===== src/rtl/hazard_pkg.sv =====
// Shared types and constants for the pipeline hazard controller.
// The optional performance counters in hazard_ctrl are built only when HAZARD_PERF_EN is defined.
package hazard_pkg;

   typedef enum logic [1:0] {
      INIT     = 2'd0,
      RUN      = 2'd1,
      MEM_WAIT = 2'd2
   } hazard_state_e;

   localparam logic [1:0] FWD_RF  = 2'b00;
   localparam logic [1:0] FWD_WB  = 2'b01;
   localparam logic [1:0] FWD_MEM = 2'b10;

   localparam logic [1:0] LOAD_SRC_DEFAULT = 2'b01;

endpackage


===== src/rtl/hazard_forward_unit.sv =====
// Operand forwarding select for one EX source operand.
// The MEM stage result wins over the WB result, and x0 is never forwarded.
module forward_unit
   import hazard_pkg::*;
(
   input  logic [4:0] rs_ex_i,
   input  logic [4:0] write_address_mem_i,
   input  logic       reg_write_mem_i,
   input  logic [4:0] write_address_wb_i,
   input  logic       reg_write_wb_i,
   output logic [1:0] fwd_sel_o
);

   logic mem_hit;
   logic wb_hit;

   assign mem_hit = reg_write_mem_i && (write_address_mem_i != 5'd0) && (write_address_mem_i == rs_ex_i);
   assign wb_hit  = reg_write_wb_i  && (write_address_wb_i  != 5'd0) && (write_address_wb_i  == rs_ex_i);

   always_comb begin
      fwd_sel_o = FWD_RF;
      if (mem_hit) begin
         fwd_sel_o = FWD_MEM;
      end else if (wb_hit) begin
         fwd_sel_o = FWD_WB;
      end
   end

endmodule


===== src/rtl/hazard_ctrl.sv =====
// Hazard/sequencing controller for the 5-stage core: post-reset pipeline clear, memory-wait freeze,
// branch flush, load-use stall and EX forwarding. Define HAZARD_PERF_EN to build the stall/flush counters.
module hazard_ctrl
   import hazard_pkg::*;
#(
   parameter int unsigned INIT_CYCLES = 4,
   parameter int unsigned MEM_TIMEOUT = 64,
   parameter logic [1:0]  LOAD_SRC    = LOAD_SRC_DEFAULT
) (
   input  logic        clk,
   input  logic        rst_n,
   input  logic [4:0]  rs1Addr_ID,
   input  logic [4:0]  rs2Addr_ID,
   input  logic [4:0]  rs1Addr_EX,
   input  logic [4:0]  rs2Addr_EX,
   input  logic [4:0]  writeAddress_EX,
   input  logic [1:0]  resultSrc_EX,
   input  logic        regWrite_EX,
   input  logic [4:0]  writeAddress_MEM,
   input  logic        regWrite_MEM,
   input  logic [4:0]  writeAddress_WB,
   input  logic        regWrite_WB,
   input  logic        pcSrc_EX,
   input  logic        memReq_MEM,
   input  logic        memReady_MEM,
   output logic [1:0]  forwardA_EX,
   output logic [1:0]  forwardB_EX,
   output logic        stall_IF,
   output logic        stall_ID,
   output logic        stall_EX,
   output logic        stall_MEM,
   output logic        flush_ID,
   output logic        flush_EX,
   output logic        bubble_WB,
   output logic        memTimeout,
   output logic [31:0] stallCount,
   output logic [31:0] flushCount
);

   localparam logic [3:0]  INIT_LAST = 4'(INIT_CYCLES - 1);
   localparam logic [15:0] WAIT_LAST = 16'(MEM_TIMEOUT - 1);

   hazard_state_e state_q, state_d;
   logic [3:0]    init_cnt_q, init_cnt_d;
   logic [15:0]   wait_cnt_q, wait_cnt_d;

   logic [1:0] fwd_a, fwd_b;
   logic       mem_miss;
   logic       load_use;

   forward_unit u_fwd_a (
      .rs_ex_i             (rs1Addr_EX),
      .write_address_mem_i (writeAddress_MEM),
      .reg_write_mem_i     (regWrite_MEM),
      .write_address_wb_i  (writeAddress_WB),
      .reg_write_wb_i      (regWrite_WB),
      .fwd_sel_o           (fwd_a)
   );

   forward_unit u_fwd_b (
      .rs_ex_i             (rs2Addr_EX),
      .write_address_mem_i (writeAddress_MEM),
      .reg_write_mem_i     (regWrite_MEM),
      .write_address_wb_i  (writeAddress_WB),
      .reg_write_wb_i      (regWrite_WB),
      .fwd_sel_o           (fwd_b)
   );

   assign mem_miss = memReq_MEM && !memReady_MEM;
   assign load_use = (resultSrc_EX == LOAD_SRC) && regWrite_EX && (writeAddress_EX != 5'd0) &&
                     ((writeAddress_EX == rs1Addr_ID) || (writeAddress_EX == rs2Addr_ID));

   // The pipeline registers themselves carry no reset; the INIT flush is what clears them.
   assign forwardA_EX = (state_q == INIT) ? FWD_RF : fwd_a;
   assign forwardB_EX = (state_q == INIT) ? FWD_RF : fwd_b;

   always_comb begin
      // NOTE: every output and next-state value gets a default first so no path infers a latch.
      state_d    = state_q;
      init_cnt_d = init_cnt_q;
      wait_cnt_d = wait_cnt_q;
      stall_IF   = 1'b0;
      stall_ID   = 1'b0;
      stall_EX   = 1'b0;
      stall_MEM  = 1'b0;
      flush_ID   = 1'b0;
      flush_EX   = 1'b0;
      bubble_WB  = 1'b0;
      memTimeout = 1'b0;

      case (state_q)
         INIT: begin
            stall_IF  = 1'b1;
            flush_ID  = 1'b1;
            flush_EX  = 1'b1;
            bubble_WB = 1'b1;
            if (init_cnt_q == INIT_LAST) begin
               state_d    = RUN;
               init_cnt_d = 4'd0;
            end else begin
               init_cnt_d = init_cnt_q + 4'd1;
            end
         end

         RUN: begin
            if (mem_miss) begin
               {stall_IF, stall_ID, stall_EX, stall_MEM, bubble_WB} = 5'b11111;
               state_d    = MEM_WAIT;
               wait_cnt_d = 16'd1;
            end else if (pcSrc_EX) begin
               flush_ID = 1'b1;
               flush_EX = 1'b1;
            end else if (load_use) begin
               stall_IF = 1'b1;
               stall_ID = 1'b1;
               flush_EX = 1'b1;
            end
         end

         MEM_WAIT: begin
            // The releasing cycle still holds the pipeline; the stalls are gone from the next cycle.
            {stall_IF, stall_ID, stall_EX, stall_MEM, bubble_WB} = 5'b11111;
            if (memReady_MEM) begin
               state_d    = RUN;
               wait_cnt_d = 16'd0;
            end else if (wait_cnt_q == WAIT_LAST) begin
               memTimeout = 1'b1;
               state_d    = RUN;
               wait_cnt_d = 16'd0;
            end else begin
               wait_cnt_d = wait_cnt_q + 16'd1;
            end
         end

         default: state_d = INIT;
      endcase
   end

   always_ff @(posedge clk or negedge rst_n) begin
      if (!rst_n) begin
         state_q    <= INIT;
         init_cnt_q <= 4'd0;
         wait_cnt_q <= 16'd0;
      end else begin
         // NOTE: sequential state is updated only with non-blocking assignments.
         state_q    <= state_d;
         init_cnt_q <= init_cnt_d;
         wait_cnt_q <= wait_cnt_d;
      end
   end

`ifdef HAZARD_PERF_EN
   logic [31:0] stall_cnt_q;
   logic [31:0] flush_cnt_q;

   always_ff @(posedge clk or negedge rst_n) begin
      if (!rst_n) begin
         stall_cnt_q <= 32'd0;
         flush_cnt_q <= 32'd0;
      end else if (state_q != INIT) begin
         if (stall_IF) stall_cnt_q <= stall_cnt_q + 32'd1;
         if (flush_EX) flush_cnt_q <= flush_cnt_q + 32'd1;
      end
   end

   assign stallCount = stall_cnt_q;
   assign flushCount = flush_cnt_q;
`else
   assign stallCount = 32'd0;
   assign flushCount = 32'd0;
`endif

endmodule


===== config.mk =====
export PLATFORM = sky130hd
export DESIGN_NAME = hazard_ctrl
export DESIGN_NICKNAME = d
export VERILOG_FILES = /design/src/rtl/hazard_pkg.sv /design/src/rtl/hazard_forward_unit.sv /design/src/rtl/hazard_ctrl.sv
export SDC_FILE = /design/constraint.sdc
export NUM_CORES = 1
export LEC_CHECK = 0
export ABC_AREA = 1
export BUFFER_PORTS_ARGS = -buffer_cell sky130_fd_sc_hd__buf_2
export CAP_MARGIN = 20
export CORE_MARGIN = 4
export CORE_UTILIZATION = 51
export DETAILED_ROUTE_END_ITERATION = 8
export HOLD_SLACK_MARGIN = 0.06
export PLACE_DENSITY_LB_ADDON = 0.1
export SLEW_MARGIN = 20
export SYNTH_ARGS = -nofsm -noshare
export SYNTH_HDL_FRONTEND = slang
export SYNTH_SLANG_ARGS = --single-unit

===== constraint.sdc =====
create_clock -name clk -period 3.95 [get_ports clk]
set_clock_uncertainty 0.1 [all_clocks]
set_input_delay 0.9875 -clock clk [delete_from_list [all_inputs] [get_ports clk]]
set_output_delay 0.9875 -clock clk [all_outputs]
set_load 0.05 [all_outputs]

Word level (Yosys, flattened, before mapping)
Index checks and enable logic that the tools add are counted.
{"block": "op_classes", "addsub": 2, "mux": 33, "reduce_logical": 20, "n_eq_ne": 14}
{"cell": "$mux 16", "count": 3}
{"cell": "$pmux 16 s2", "count": 1}
{"cell": "$eq 5x5->1", "count": 6}
{"cell": "$add 16x1->16 const B", "count": 1}
{"cell": "$eq 16x6->1 const B", "count": 1}
{"cell": "$mux 2", "count": 8}
{"cell": "$reduce_bool 5->1", "count": 3}
{"cell": "$mux 1", "count": 13}
{"cell": "$pmux 1 s2", "count": 6}
{"cell": "$logic_and 1x1->1", "count": 10}
{"cell": "$pmux 2 s3", "count": 1}
{"cell": "$add 4x1->4 const B", "count": 1}
{"cell": "$eq 2x1->1 const B", "count": 2}
{"cell": "$eq 4x2->1 const B", "count": 1}
{"cell": "$mux 4", "count": 1}
{"cell": "$ne 3x3->1 const B", "count": 1}
{"cell": "$reduce_and 3->1", "count": 1}
{"cell": "$eq 2x2->1 const B", "count": 1}
{"cell": "$logic_not 2->1", "count": 1}
{"cell": "$ne 2x1->1 const B", "count": 1}
{"cell": "$ne 2x2->1 const B", "count": 1}
{"cell": "$reduce_and 2->1", "count": 1}
{"cell": "$reduce_bool 2->1", "count": 1}
{"cell": "$reduce_or 2->1", "count": 1}
{"cell": "other kinds (2)", "count": 2}
{"block": "word_totals", "register_bits": 22, "out_inout_bits": 76, "elab_cells": 72}

Logic depth before layout (Yosys ltp)
{"block": "depth", "word_depth": 8, "ltp_mapped": 11, "mapped_depth_nobuf": 11}

Cells and area by module
A second synthesis with hierarchy kept.
{"block": "unflattened", "cells_unflattened": 419, "area_unflattened_um2": 2581.2}
{"module": "hazard_ctrl", "seq_area_each_um2": 550.5, "area_per_inst_um2": 2138.3, "cells_per_inst": 317, "n_inst": 1}
{"module": "forward_unit", "seq_area_each_um2": 0.0, "area_per_inst_um2": 221.5, "cells_per_inst": 51, "n_inst": 2}

Worst setup path after synthesis
OpenSTA, ideal clock, no wires.
{"block": "synth_timing", "path_type": "input to output", "from": "in writeAddress_MEM[3]", "to": "out forwardA_EX[0]", "arrival_time_ps": 2127, "setup_slack_ps": 736, "cell_stages": 6, "cell_sequence": "nor2_1 > nand2_1 > o21ai_0 > inv_1 > and3_1 > nor2_1"}
{"block": "synth_via", "elab_chain_cells": 5, "word_cells_on_any_way": 6, "cone_classes": "eq/ne (1); mux (2); reduce/logical (3)"}
{"item": "start, declared", "line_no": "hazard_ctrl.sv:19", "text": "input logic [4:0] writeAddress_MEM,"}
{"item": "$reduce_bool 5->1", "line_no": "hazard_forward_unit.sv:17", "text": "assign mem_hit = reg_write_mem_i && (write_address_mem_i != 5'd0) && (write_address_mem_i == rs_ex_i);"}
{"item": "$logic_and 1x1->1", "line_no": "hazard_forward_unit.sv:17"}
{"item": "$logic_and 1x1->1 (*)", "line_no": "hazard_forward_unit.sv:17"}
{"item": "$mux 2 (*)", "line_no": "hazard_forward_unit.sv:22", "text": "if (mem_hit) begin"}
{"item": "$mux 2 (*)", "line_no": "hazard_ctrl.sv:74", "text": "assign forwardA_EX = (state_q == INIT) ? FWD_RF : fwd_a;"}
{"item": "end, declared", "line_no": "hazard_ctrl.sv:26", "text": "output logic [1:0] forwardA_EX,"}
Mark *: on every way between the ends. The rest lies on a longest branch, timed or not.

Worst setup path after layout
{"block": "layout_timing", "from": "in writeAddress_MEM[1]", "to": "out forwardA_EX[0]"}
The elaborated chain is that of the path after synthesis.

==> out/metrics.yaml <==
grt:
  first_global_vias: 1814
  grt_util_all_layers_pct: 15.2
  antenna_found_initial: 0
  grt_pass1_wl_mm: 7.69
  overflow: 0
  grt_max_degree: 23
clock_network:
  postCtsSetupBuffers: 0
  cts_tree: "done"
  cts-buffers-inserted: 3
  h-tree-depth: 1
  clk_pin_slew_ns: 0.08
  clock-sinks: 22
  root_buffer: "clkbuf_8"
  cts_hold_buf: 0
  cts_resized: 0
  clk_latency_ns: 0.27
  cts_buffer_depth: 2
synth:
  ys_seq_elements: 22
  ys_warn_count: 0
  synthCells: 368
  avgSynthCellArea_sq_um: 6.66
  yosysSeqAreaShare_pct: 22.4
  syn_area_sq_um: 2450
  synthDistinctLibCells: 28
sta:
  hold_viol_final: 0
  period_needed_ns: 3.08
  max_freq_mhz: 325
  rsz0062_at_grt: "no"
  finalSetupViolCount: 0
  fin_setup_tns_ns: 0
  slew_viol_final: 0
  whs_ns: 0.406
  fin_ws_ns: 0.869
  fin_crit_sh_pct: 78.0
power:
  switching_share_pct: 54.3
  leakagePower_nw: 1.55
  powerDensity_nw_per_um2: 468
  p_clk_share_pct: 17.6
  internal-power_mw: 0.557
  switchingPower_mw: 0.661
  vdd_drop_max_mv: 0.176
  p_seq_share_pct: 23.5
  p_total_mw: 1.22
  combPwrFrac_pct: 59.0
place:
  finalWeightedCongestion: 0.823
  dp_slack_ns: 0.855
  dp_hpwl_mm: 4.03
  port_buffers: 56
detailed_routing:
  drtIter0Drc: 101
  wl_per_cell_um: 9.92
  vias_per_cell: 4.40
  vias: 2094
  dr.pass1.iters: 4
  wl_mm: 4.72
  drcViolationCount: 0
  antenna_left: 0
floorplanning:
  fp.dieArea_sq_um: 5980
  die_height_um: 77.3
  start_util_pct: 54.4
  core-area_sq_um: 4500
  fp.dieW_um: 77.3
  fp-row-count: 24
  pin_count: 121
worst_setup_path:
  critPathKind: "primary input to primary output"
  cp-end-kind: "primary output"
  crit_fanout: 3
  worst-endpoint-arrival_ns: 1.99
  crit_path_start_kind: "primary input"
  worstPathRequired_ns: 2.86
cells_and_area:
  final_layout_size_suffix_gt1_share_pct: 19.6
  fin_nets: 476
  most-common-layout-cells: "nand2_1 (78), conb_1 (64), buf_2 (56)"
  antenna_cells: 0
  syn2layout_area_growth_pct: 6.07
  final_common_cell: "nand2_1"
worst_hold_path:
  hold_path_class: "flop to flop"
run:
  max_cap_viol_count: 0
outcome:
  status: "complete, no violations"
registers in the layout (all words and copies together), names as in the netlist:
name and count:
state_q 2, wait_cnt_q 16, init_cnt_q 4
power groups by stage:
stage | logic (mW) | registers (mW) | clock network, mW
floorplan | 0.646 | 0.283 | 0
global placement | 0.718 | 0.289 | 0
detailed placement | 0.723 | 0.290 | 0
finish | 0.718 | 0.286 | 0.214
global route | 0.785 | 0.290 | 0.230
CTS | 0.725 | 0.286 | 0.221
cell type report:
class / count / area, sq um
Clock inverter: 1 / 30.0
Inverter: 53 / 204
Sequential cell: 22 / 551
Clock buffer: 3 / 41.3
Timing Repair Buffer: 56 / 280
Fill cell: 446 / 1900
Multi-Input combinational cell: 289 / 1430
Tap cell: 52 / 65.1
worst paths after layout:
path | from | endpoint | slack, ns | cells after the start
worst min-delay path | init_cnt_q[2] | init_cnt_q[2] | 0.41 | 2
worst min register to register | init_cnt_q[2] | init_cnt_q[2] | 0.41 | 2
min in group asynchronous | rst_n | wait_cnt_q[7] | 0.57 | 1
worst max-delay path | writeAddress_MEM[1] | forwardA_EX[0] | 0.87 | 8
worst max register to register | state_q[1] | wait_cnt_q[9] | 2.06 | 9
max in group asynchronous | rst_n | wait_cnt_q[11] | 2.84 | 1
synthesized netlist by cell type:
library cell	n	area, sq um
nor3_1	6	30.0
nand3_1	16	80.1
a21oi_1	9	45.0
ha_1	6	75.1
conb_1	1	3.75
inv_1	48	180
dfrtp_1	22	551
nand3_2	5	50.1
nor2b_1	1	6.26
nor2_4	3	33.8
nor2_2	4	25.0
clkinv_4	1	8.76
nand4_1	6	37.5
buf_2	1	5.00
nand2_4	2	22.5
a31oi_1	1	6.26
xnor2_1	7	61.3
inv_2	4	15.0
buf_6	1	11.3
xor2_1	18	158
nand2_1	78	293
and2_1	1	6.26
and3_1	1	6.26
buf_4	65	488
nor2_1	45	169
o21ai_1	2	10.0
nand2_2	4	25.0
o21ai_0	10	50.1
per-stage QoR:
| step | cells | utilization [%] | instance area [sq um] |
|---|---|---|---|
| 2_1_floorplan | 431 | - | 2690 |
| 3_3_place_gp | 472 | 56.2 | 2530 |
| 3_5_place_dp | 472 | 56.2 | 2530 |
| 4_1_cts | 476 | 57.8 | 2600 |
| 5_1_grt | 476 | 57.8 | 2600 |
| 6_report | 476 | 57.8 | 2600 |
cell families (layout without fill, tap and decap cells):
kind of cell,count (synthesis),in the layout,share of synthesized area (%)
AOI/OAI and AO/OA,22,22,4.54
buffers and inverters,120,113,28.9
adders and majority gates,6,6,3.06
xor gates and xnor gates,25,25,8.93
DFF,22,22,22.4
other,1,64,0.153
and+or+nand+nor,172,172,32.0
metal layers:
metal / global-route usage [%] / share of wire [%]
met3: 2.31 / 7.5
met5: 0 / 0
met2: 26.9 / 46
met1: 19.7 / 46
met4: 2.67 / 0.59
critical path: stages:
cell	delay, ns
buf_2	0.12
nor2_1	0.10
nand2_1	0.05
o21ai_0	0.13
inv_1	0.07
and3_1	0.18
nor2_1	0.09
buf_2	0.26
Power figures use the tool's default switching activity.
